===== src/rtl/bcd_pkg.sv =====
// bcd_pkg: packed-BCD price type (4 digits) and its bounds
package bcd_pkg;
  typedef logic [15:0] price_t;
  localparam price_t PRICE_MAX = 16'h9999;
  localparam price_t PRICE_MIN = 16'h0000;
endpackage


===== src/rtl/ob_pkg.sv =====
// ob_pkg: order-book command/response types, table entry and side-dependent helpers
package ob_pkg;
  import bcd_pkg::*;
  typedef logic [7:0] uid_t;
  typedef logic [15:0] qty_t;
  typedef enum logic [1:0] {CMD_INSERT, CMD_DELETE, CMD_AMEND, CMD_FILL} cmd_op_t;
  typedef enum logic [1:0] {RSP_OK, RSP_MISS, RSP_REJECT, RSP_EMPTY} rsp_status_t;
  typedef struct packed {
    uid_t   uid;
    price_t price;
    qty_t   quantity;
  } table_t;
  localparam table_t TABLE_ASK_INIT = '{uid: '0, price: PRICE_MAX, quantity: '0};
  localparam table_t TABLE_BID_INIT = '{uid: '0, price: PRICE_MIN, quantity: '0};
  // true when price a ranks at or ahead of price b on the given side
  function automatic logic price_better_eq(input price_t a, input price_t b, input logic is_ask);
    return is_ask ? (a <= b) : (a >= b);
  endfunction
  function automatic logic [31:0] sat_inc(input logic [31:0] c, input logic en);
    return (en && c != '1) ? c + 32'd1 : c;
  endfunction
endpackage


===== src/rtl/ob_reject_fifo.sv =====
// ob_reject_fifo: REJECT_N-deep FIFO of rejected/evicted entries; pop on empty is ignored
module ob_reject_fifo
  import ob_pkg::*;
#(
  parameter int REJECT_N = 4
) (
  input  logic   clk,
  input  logic   rst_n,
  input  logic   push,
  input  table_t push_data,
  input  logic   pop,
  output table_t front,
  output logic   full,
  output logic   empty
);
  localparam int AW = $clog2(REJECT_N);
  localparam int CW = $clog2(REJECT_N + 1);
  table_t mem [REJECT_N];
  logic [AW-1:0] rd_ptr, wr_ptr;
  logic [CW-1:0] cnt;
  logic do_pop, do_push;
  assign empty = cnt == '0;
  assign full = cnt == CW'(REJECT_N);
  assign do_pop = pop && !empty;
  assign do_push = push && (!full || do_pop);
  assign front = mem[rd_ptr];
  always_ff @(posedge clk or negedge rst_n)
    if (!rst_n) begin
      for (int i = 0; i < REJECT_N; i++) mem[i] <= '0;
      rd_ptr <= '0;
      wr_ptr <= '0;
      cnt <= '0;
    end else begin
      if (do_push) mem[wr_ptr] <= push_data;
      rd_ptr <= do_pop ? rd_ptr + AW'(1) : rd_ptr;
      wr_ptr <= do_push ? wr_ptr + AW'(1) : wr_ptr;
      cnt <= cnt + CW'(do_push) - CW'(do_pop);
    end
endmodule


===== src/rtl/ob_table_mq.sv =====
// ob_table_mq: sorted one-side price table (head at N-1) with command port and reject FIFO
// Optional OB_TABLE_MQ_STATS_EN adds saturating insert/delete/reject/fill counters.
module ob_table_mq
  import ob_pkg::*;
#(
  parameter int N = 16,
  parameter int REJECT_N = 4,
  parameter bit IS_ASK = 1'b1
) (
  input  logic                   clk,
  input  logic                   rst_n,
  input  logic                   cmd_vld,
  output logic                   cmd_rdy,
  input  cmd_op_t                cmd_op,
  input  table_t                 cmd_tbl,
  output logic                   rsp_vld_r,
  output rsp_status_t            rsp_status_r,
  output table_t                 rsp_tbl_r,
  output logic                   head_vld_r,
  output table_t                 head_r,
  output logic [$clog2(N+1)-1:0] occ_r,
  output logic                   reject_vld_r,
  output table_t                 reject_r,
  input  logic                   reject_pop
`ifdef OB_TABLE_MQ_STATS_EN
  ,
  output logic [31:0]            stat_ins_r,
  output logic [31:0]            stat_del_r,
  output logic [31:0]            stat_rej_r,
  output logic [31:0]            stat_fill_r
`endif
);
  localparam int OW = $clog2(N + 1);
  localparam table_t INIT = IS_ASK ? TABLE_ASK_INIT : TABLE_BID_INIT;
  table_t tbl [N];
  table_t tbl_nx [N];
  table_t lo [N];
  table_t hi [N];
  logic [N-1:0] v, v_nx, lo_v, hi_v, hit, keep, rm, md;
  table_t hit_ent, rsp_nx, push_data;
  rsp_status_t st_nx;
  qty_t mq;
  logic acc, full, is_hit, ins, push, fifo_full, fifo_empty, sh, past;
  assign cmd_rdy = !fifo_full;
  assign acc = cmd_vld && cmd_rdy;
  assign full = v[0];
  assign is_hit = |hit;
  assign head_vld_r = v[N-1];
  assign head_r = tbl[N-1];
  assign reject_vld_r = !fifo_empty;
  assign lo_v = {v[N-2:0], 1'b0};
  assign hi_v = {1'b0, v[N-1:1]};
  always_comb begin
    hit_ent = '0;
    lo[0] = INIT;
    hi[N-1] = INIT;
    for (int i = 1; i < N; i++) begin
      lo[i] = tbl[i-1];
      hi[i-1] = tbl[i];
    end
    for (int i = 0; i < N; i++) begin
      hit[i] = v[i] && tbl[i].uid == cmd_tbl.uid;
      keep[i] = v[i] && price_better_eq(tbl[i].price, cmd_tbl.price, IS_ASK);
      if (hit[i]) hit_ent = tbl[i];
    end
  end
  // decode the accepted command into removal, in-place quantity and insert actions
  always_comb begin
    rm = '0;
    md = '0;
    mq = cmd_tbl.quantity;
    ins = 1'b0;
    push = 1'b0;
    push_data = cmd_tbl;
    st_nx = RSP_OK;
    rsp_nx = cmd_tbl;
    if (acc)
      case (cmd_op)
        CMD_INSERT:
          if (cmd_tbl.quantity == '0 || (full && keep[0])) begin
            st_nx = RSP_REJECT;
            push = 1'b1;
          end else begin
            ins = 1'b1;
            push = full;
            push_data = tbl[0];
          end
        CMD_DELETE, CMD_AMEND:
          if (!is_hit) st_nx = RSP_MISS;
          else if (cmd_op == CMD_DELETE || cmd_tbl.quantity == '0) begin
            rm = hit;
            rsp_nx = hit_ent;
          end else begin
            md = hit;
            rsp_nx = '{uid: hit_ent.uid, price: hit_ent.price, quantity: cmd_tbl.quantity};
          end
        CMD_FILL:
          if (!v[N-1]) st_nx = RSP_EMPTY;
          else if (cmd_tbl.quantity < tbl[N-1].quantity) begin
            md[N-1] = 1'b1;
            mq = tbl[N-1].quantity - cmd_tbl.quantity;
            rsp_nx = '{uid: tbl[N-1].uid, price: tbl[N-1].price, quantity: mq};
          end else begin
            rm[N-1] = 1'b1;
            rsp_nx = '{uid: tbl[N-1].uid, price: tbl[N-1].price, quantity: '0};
          end
      endcase
  end
  // walk from head to tail: removal pulls entries up, insertion pushes them down
  always_comb begin
    sh = 1'b0;
    past = 1'b0;
    for (int i = N - 1; i >= 0; i--) begin
      sh = sh | rm[i];
      tbl_nx[i] = tbl[i];
      v_nx[i] = v[i];
      if (md[i]) tbl_nx[i].quantity = mq;
      if (sh) begin
        tbl_nx[i] = lo[i];
        v_nx[i] = lo_v[i];
      end
      if (ins && !keep[i]) begin
        tbl_nx[i] = past ? hi[i] : cmd_tbl;
        v_nx[i] = past ? hi_v[i] : 1'b1;
        past = 1'b1;
      end
    end
  end
  always_ff @(posedge clk or negedge rst_n)
    if (!rst_n) begin
      for (int i = 0; i < N; i++) tbl[i] <= INIT;
      v <= '0;
      occ_r <= '0;
      rsp_vld_r <= 1'b0;
      rsp_status_r <= RSP_OK;
      rsp_tbl_r <= '0;
    end else begin
      tbl <= tbl_nx;
      v <= v_nx;
      occ_r <= occ_r + OW'(ins && !full) - OW'(|rm);
      rsp_vld_r <= acc;
      if (acc) begin
        rsp_status_r <= st_nx;
        rsp_tbl_r <= rsp_nx;
      end
    end
  ob_reject_fifo #(.REJECT_N(REJECT_N)) u_rej (
    .clk       (clk),
    .rst_n     (rst_n),
    .push      (push),
    .push_data (push_data),
    .pop       (reject_pop),
    .front     (reject_r),
    .full      (fifo_full),
    .empty     (fifo_empty)
  );
`ifdef OB_TABLE_MQ_STATS_EN
  always_ff @(posedge clk or negedge rst_n)
    if (!rst_n) begin
      stat_ins_r <= '0;
      stat_del_r <= '0;
      stat_rej_r <= '0;
      stat_fill_r <= '0;
    end else begin
      stat_ins_r <= sat_inc(stat_ins_r, acc && cmd_op == CMD_INSERT);
      stat_del_r <= sat_inc(stat_del_r, acc && cmd_op == CMD_DELETE);
      stat_rej_r <= sat_inc(stat_rej_r, push);
      stat_fill_r <= sat_inc(stat_fill_r, acc && cmd_op == CMD_FILL);
    end
`endif
  // UIDs must be unique within the book
  assert property (@(posedge clk) disable iff (!rst_n) !(acc && cmd_op == CMD_INSERT && is_hit));
endmodule

===== config.mk =====
export PLATFORM = sky130hd
export DESIGN_NAME = ob_table_mq
export DESIGN_NICKNAME = d
export VERILOG_FILES = /design/src/rtl/bcd_pkg.sv /design/src/rtl/ob_pkg.sv /design/src/rtl/ob_reject_fifo.sv /design/src/rtl/ob_table_mq.sv
export SDC_FILE = /design/constraint.sdc
export NUM_CORES = 2
export LEC_CHECK = 0
export ABC_AREA = 1
export CAP_MARGIN = 20
export CORE_MARGIN = 8
export CORE_UTILIZATION = 43
export CTS_CLUSTER_DIAMETER = 100
export DETAILED_ROUTE_END_ITERATION = 8
export PLACE_DENSITY_LB_ADDON = 0.12
export RECOVER_POWER = 50
export SYNTH_ARGS = -nofsm -noshare
export SYNTH_HDL_FRONTEND = slang
export SYNTH_HIERARCHICAL = 1
export SYNTH_SLANG_ARGS = --single-unit

===== constraint.sdc =====
create_clock -name clk -period 5.35 [get_ports clk]
set_clock_uncertainty 0.2 [all_clocks]
set_input_delay 1.07 -clock clk [delete_from_list [all_inputs] [get_ports clk]]
set_output_delay 1.07 -clock clk [all_outputs]
set_load 0.1 [all_outputs]

==> run_results.csv <==
group,metric,value,unit
global_route,grt_max_degree,133,
detailed_routing,num_vias,70870,
floorplanning,core,151200,µm²
power,cellLeakagePower,36.08,nW
cells_and_area,utilization,51.11,%
sta,final-setup-viol-count,0,
global_route,antenna_found_initial,13,
detailed_routing,wl_met1,126200,µm
global_route,grt_use_total,33.51,%
synth,syn_area,65110,µm²
synth,synth_area_per_cell,6.916,µm²
floorplanning,dieArea,164100,µm²
detailed_routing,wl_met3,27170,µm
setup_path,startpoint_type,"input pin",
detailed_routing,finalWirelength,285600,µm
setup_path,ff2ff_path_depth,33,
global_route,gr-total-overflow,0,
detailed_routing,top_layer_used,"met5",
synth,ys_ff_latch,871,
cells_and_area,drive_gt1_share,13.38,%
synth,async_flop_share,100.0,%
place,place_hpwl,213900,µm
cells_and_area,fillers,15170,
setup_path,arrival,5.57,ns
place,place_area,73710,µm²
detailed_routing,route.detailed.drc,0,
synth,synth-main-ff-cell,"dfrtp_1",
cts,clk_pin_slew,0.06,ns
cts,cts_max_path_buffers,3,
sta,min_period,5.145,ns
power,powerDensity,582.0,nW/µm²
synth,synth_top_area_share,28.56,%
sta,fmax,194.4,MHz
cts,cts-root-buf,"clkbuf_16",
floorplanning,die_y,405.1,µm
setup_path,required,5.77,ns
synth,synth_top_area_cell,"dfrtp_1",
synth,synth.most_common_cell,"nand2_1",
global_route,grt_pass1_wl,432500,µm
sta,final_max_slew_viol_count,430,
cts,clk_latency,0.76,ns
detailed_routing,avgViaCountPerCell,5.952,
cells_and_area,nNetsFinal,10110,
sta,fin_hold_ws,0.2644,ns
global_route,grt_pass1_vias,67210,
setup_path,worst-path-max-fanout,8,
setup_path,cpMaxStageDelayCell,"clkdlybuf4s50_1",
detailed_routing,antenna_left,0,
setup_path,rrSetupSlack,0.64,ns
sta,hold_violations,0,
cts,cts_tree,"done",
sta,worst_pin_slew,2.543,ns
detailed_routing,firstDrtPassIters,6,
synth,synth_cell_types,69,
place,dp.cells,11690,
cts,clock-sinks,871,
setup_path,worst_setup_path_end_kind,"register",
place,port_buffers,176,
synth,syn_inst,9415,
synth,synth_fp_nets,9751,
floorplanning,ios,177,
synth,synth_edf_count,0,
status,run_status,"complete, but fails checks",
synth,ys_warn_count,6,
power,totalPowerFinal,44.97,mW
cells_and_area,final_cells,11910,
detailed_routing,dr_wl_met2,121700,µm
floorplanning,std_cell_rows,143,
floorplanning,start_util,43.07,%
detailed_routing,wl_per_cell,23.98,µm
cells_and_area,area_growth,18.68,%
setup_path,r2r_end,"occ_r[4]",
synth,synth.area.top_cells,"dfrtp_1 (29%), nand2_1 (15%), o21ai_0 (7.6%), ha_1 (5.5%), inv_1 (5.4%)",
cells_and_area,fin_area,77270,µm²
cts,htreeDepth,3,
cts,cts_buffers,108,
synth,synth_common_cells,"nand2_1 (2682), o21ai_0 (986), inv_1 (944)",
setup_path,worst_path_largest_cell_delay,0.46,ns
power,vdd_ir_drop_max,637.7,µV
synth,ys_seq_area_share,33.72,%
setup_path,critPathKind,"input pin to register",
run,drv_cap,9,
sta,post-route-period-util,96.17,%
setup_path,reg2reg_from,"head_r[0]",
sta,slew-limit-headroom,-69.56,%
setup_path,crit_start,"cmd_tbl[35]",
sta,setup_tns,0,ns
status,violations,"max-capacitance violations, max-slew violations",
hold_path,min_path_type,"register to register",
place,place_ws,-0.6686,ns
sta,setup_ws,0.2047,ns
detailed_routing,drt_iter0_drc,7453,
floorplanning,dieWidth,405.1,µm
setup_path,crit_end,"occ_r[4]",
place,gp_congestion,0.9665,
cells by family (layout without fill, tap and decap cells):
group                    Yosys count  after routing  share of synthesized area (%)
buffers and inverters           1738           2193                          10.66
AND/OR/NAND/NOR                 3986           3986                          25.71
flip-flops                       871            871                          33.72
adder cells (fa/ha/maj)          290            290                          5.607
multiplexers                      13             13                         0.2229
other                              0              6                              0
AO/OA/AOI/OAI                   2470           2470                          23.44
XOR/XNOR                          47             47                         0.6322
where the power goes:
part | switching, mW | internal (mW)
clock | 3.27 | 4.38
combinational | 16.6 | 7.59
sequential | 3.20 | 9.95
total | 23.1 | 21.9
placed cells by master (no fill, tap or decap), types with 21 or more instances in the layout:
cell type / instances
a31oi_1: 54
nor3_1: 43
clkbuf_16: 110
nand4_1: 227
o311ai_0: 121
clkdlybuf4s50_1: 81
o21ai_0: 982
clkbuf_8: 23
nand2_2: 23
clkbuf_1: 50
dfrtp_1: 742
or2_2: 21
dfstp_2: 128
nand3_1: 533
o211ai_1: 335
a21oi_1: 375
xor2_1: 26
inv_2: 28
nand2_1: 2667
nor2_1: 371
buf_12: 92
nor4_1: 33
buf_4: 748
xnor2_1: 21
inv_1: 939
dlygate4sd3_1: 53
ha_1: 285
a41oi_1: 38
o21ai_1: 58
o221ai_1: 240
o22ai_1: 161
state kept, by name, indices dropped and copies added, names as in the netlist, 3 cells and up:
signal     count
occ_r          5
hi           560
v             16
rsp_tbl_r     40
lo            40
head_r        40
u_rej/mem    160
u_rej/cnt      3
per-layer routing:
layer / up-vias / track usage (%)
li1: 33030 / -
met1: 33800 / 47.94
met2: 3496 / 50.25
met3: 534 / 6.692
met4: 4 / 11.82
met5: - / 0
worst max-delay path, delay by kind of cell:
| kind | cells | cell delay (ns) |
|---|---|---|
| simple gates | 11 | 1.49 |
| buf+inv | 10 | 1.47 |
| fa+ha+maj | 3 | 0.92 |
| compound gates | 4 | 0.45 |
| xor+xnor | 1 | 0.14 |
layout make-up:
type | instances | area, µm² | area share [%]
inverters | 990 | 3724 | 4.819
clock buffers | 169 | 3183 | 4.119
clock inverters | 36 | 422.9 | 0.5473
flip-flops and latches | 871 | 21960 | 28.42
repair buffers | 998 | 8939 | 11.57
multi-input cells | 6806 | 36490 | 47.22
diodes | 6 | 15.01 | 0.01943
well taps | 2030 | 2540 | 3.287
worst min path at each step:
stage,startpoint,end,depth (start not counted)
2_1_floorplan,u_rej/mem[40],u_rej/mem[40],2
3_3_place_gp,u_rej/mem[86],u_rej/mem[86],2
3_5_place_dp,u_rej/mem[80],u_rej/mem[80],2
4_1_cts,rst_n,lo[586],1
5_1_grt,rsp_tbl_r[3],rsp_tbl_r[3],2
6_report,u_rej/mem[69],u_rej/mem[69],2
repair_timing:
| item | 4_1_cts | 5_1_grt |
|---|---|---|
| hold buffers | 0 | 0 |
| endpoints found under the setup margin | 0 | 2 |
| buffers inserted | 0 | 1 |
| gates resized for setup | 0 | 17 |
(Power assumes the default switching activity.)
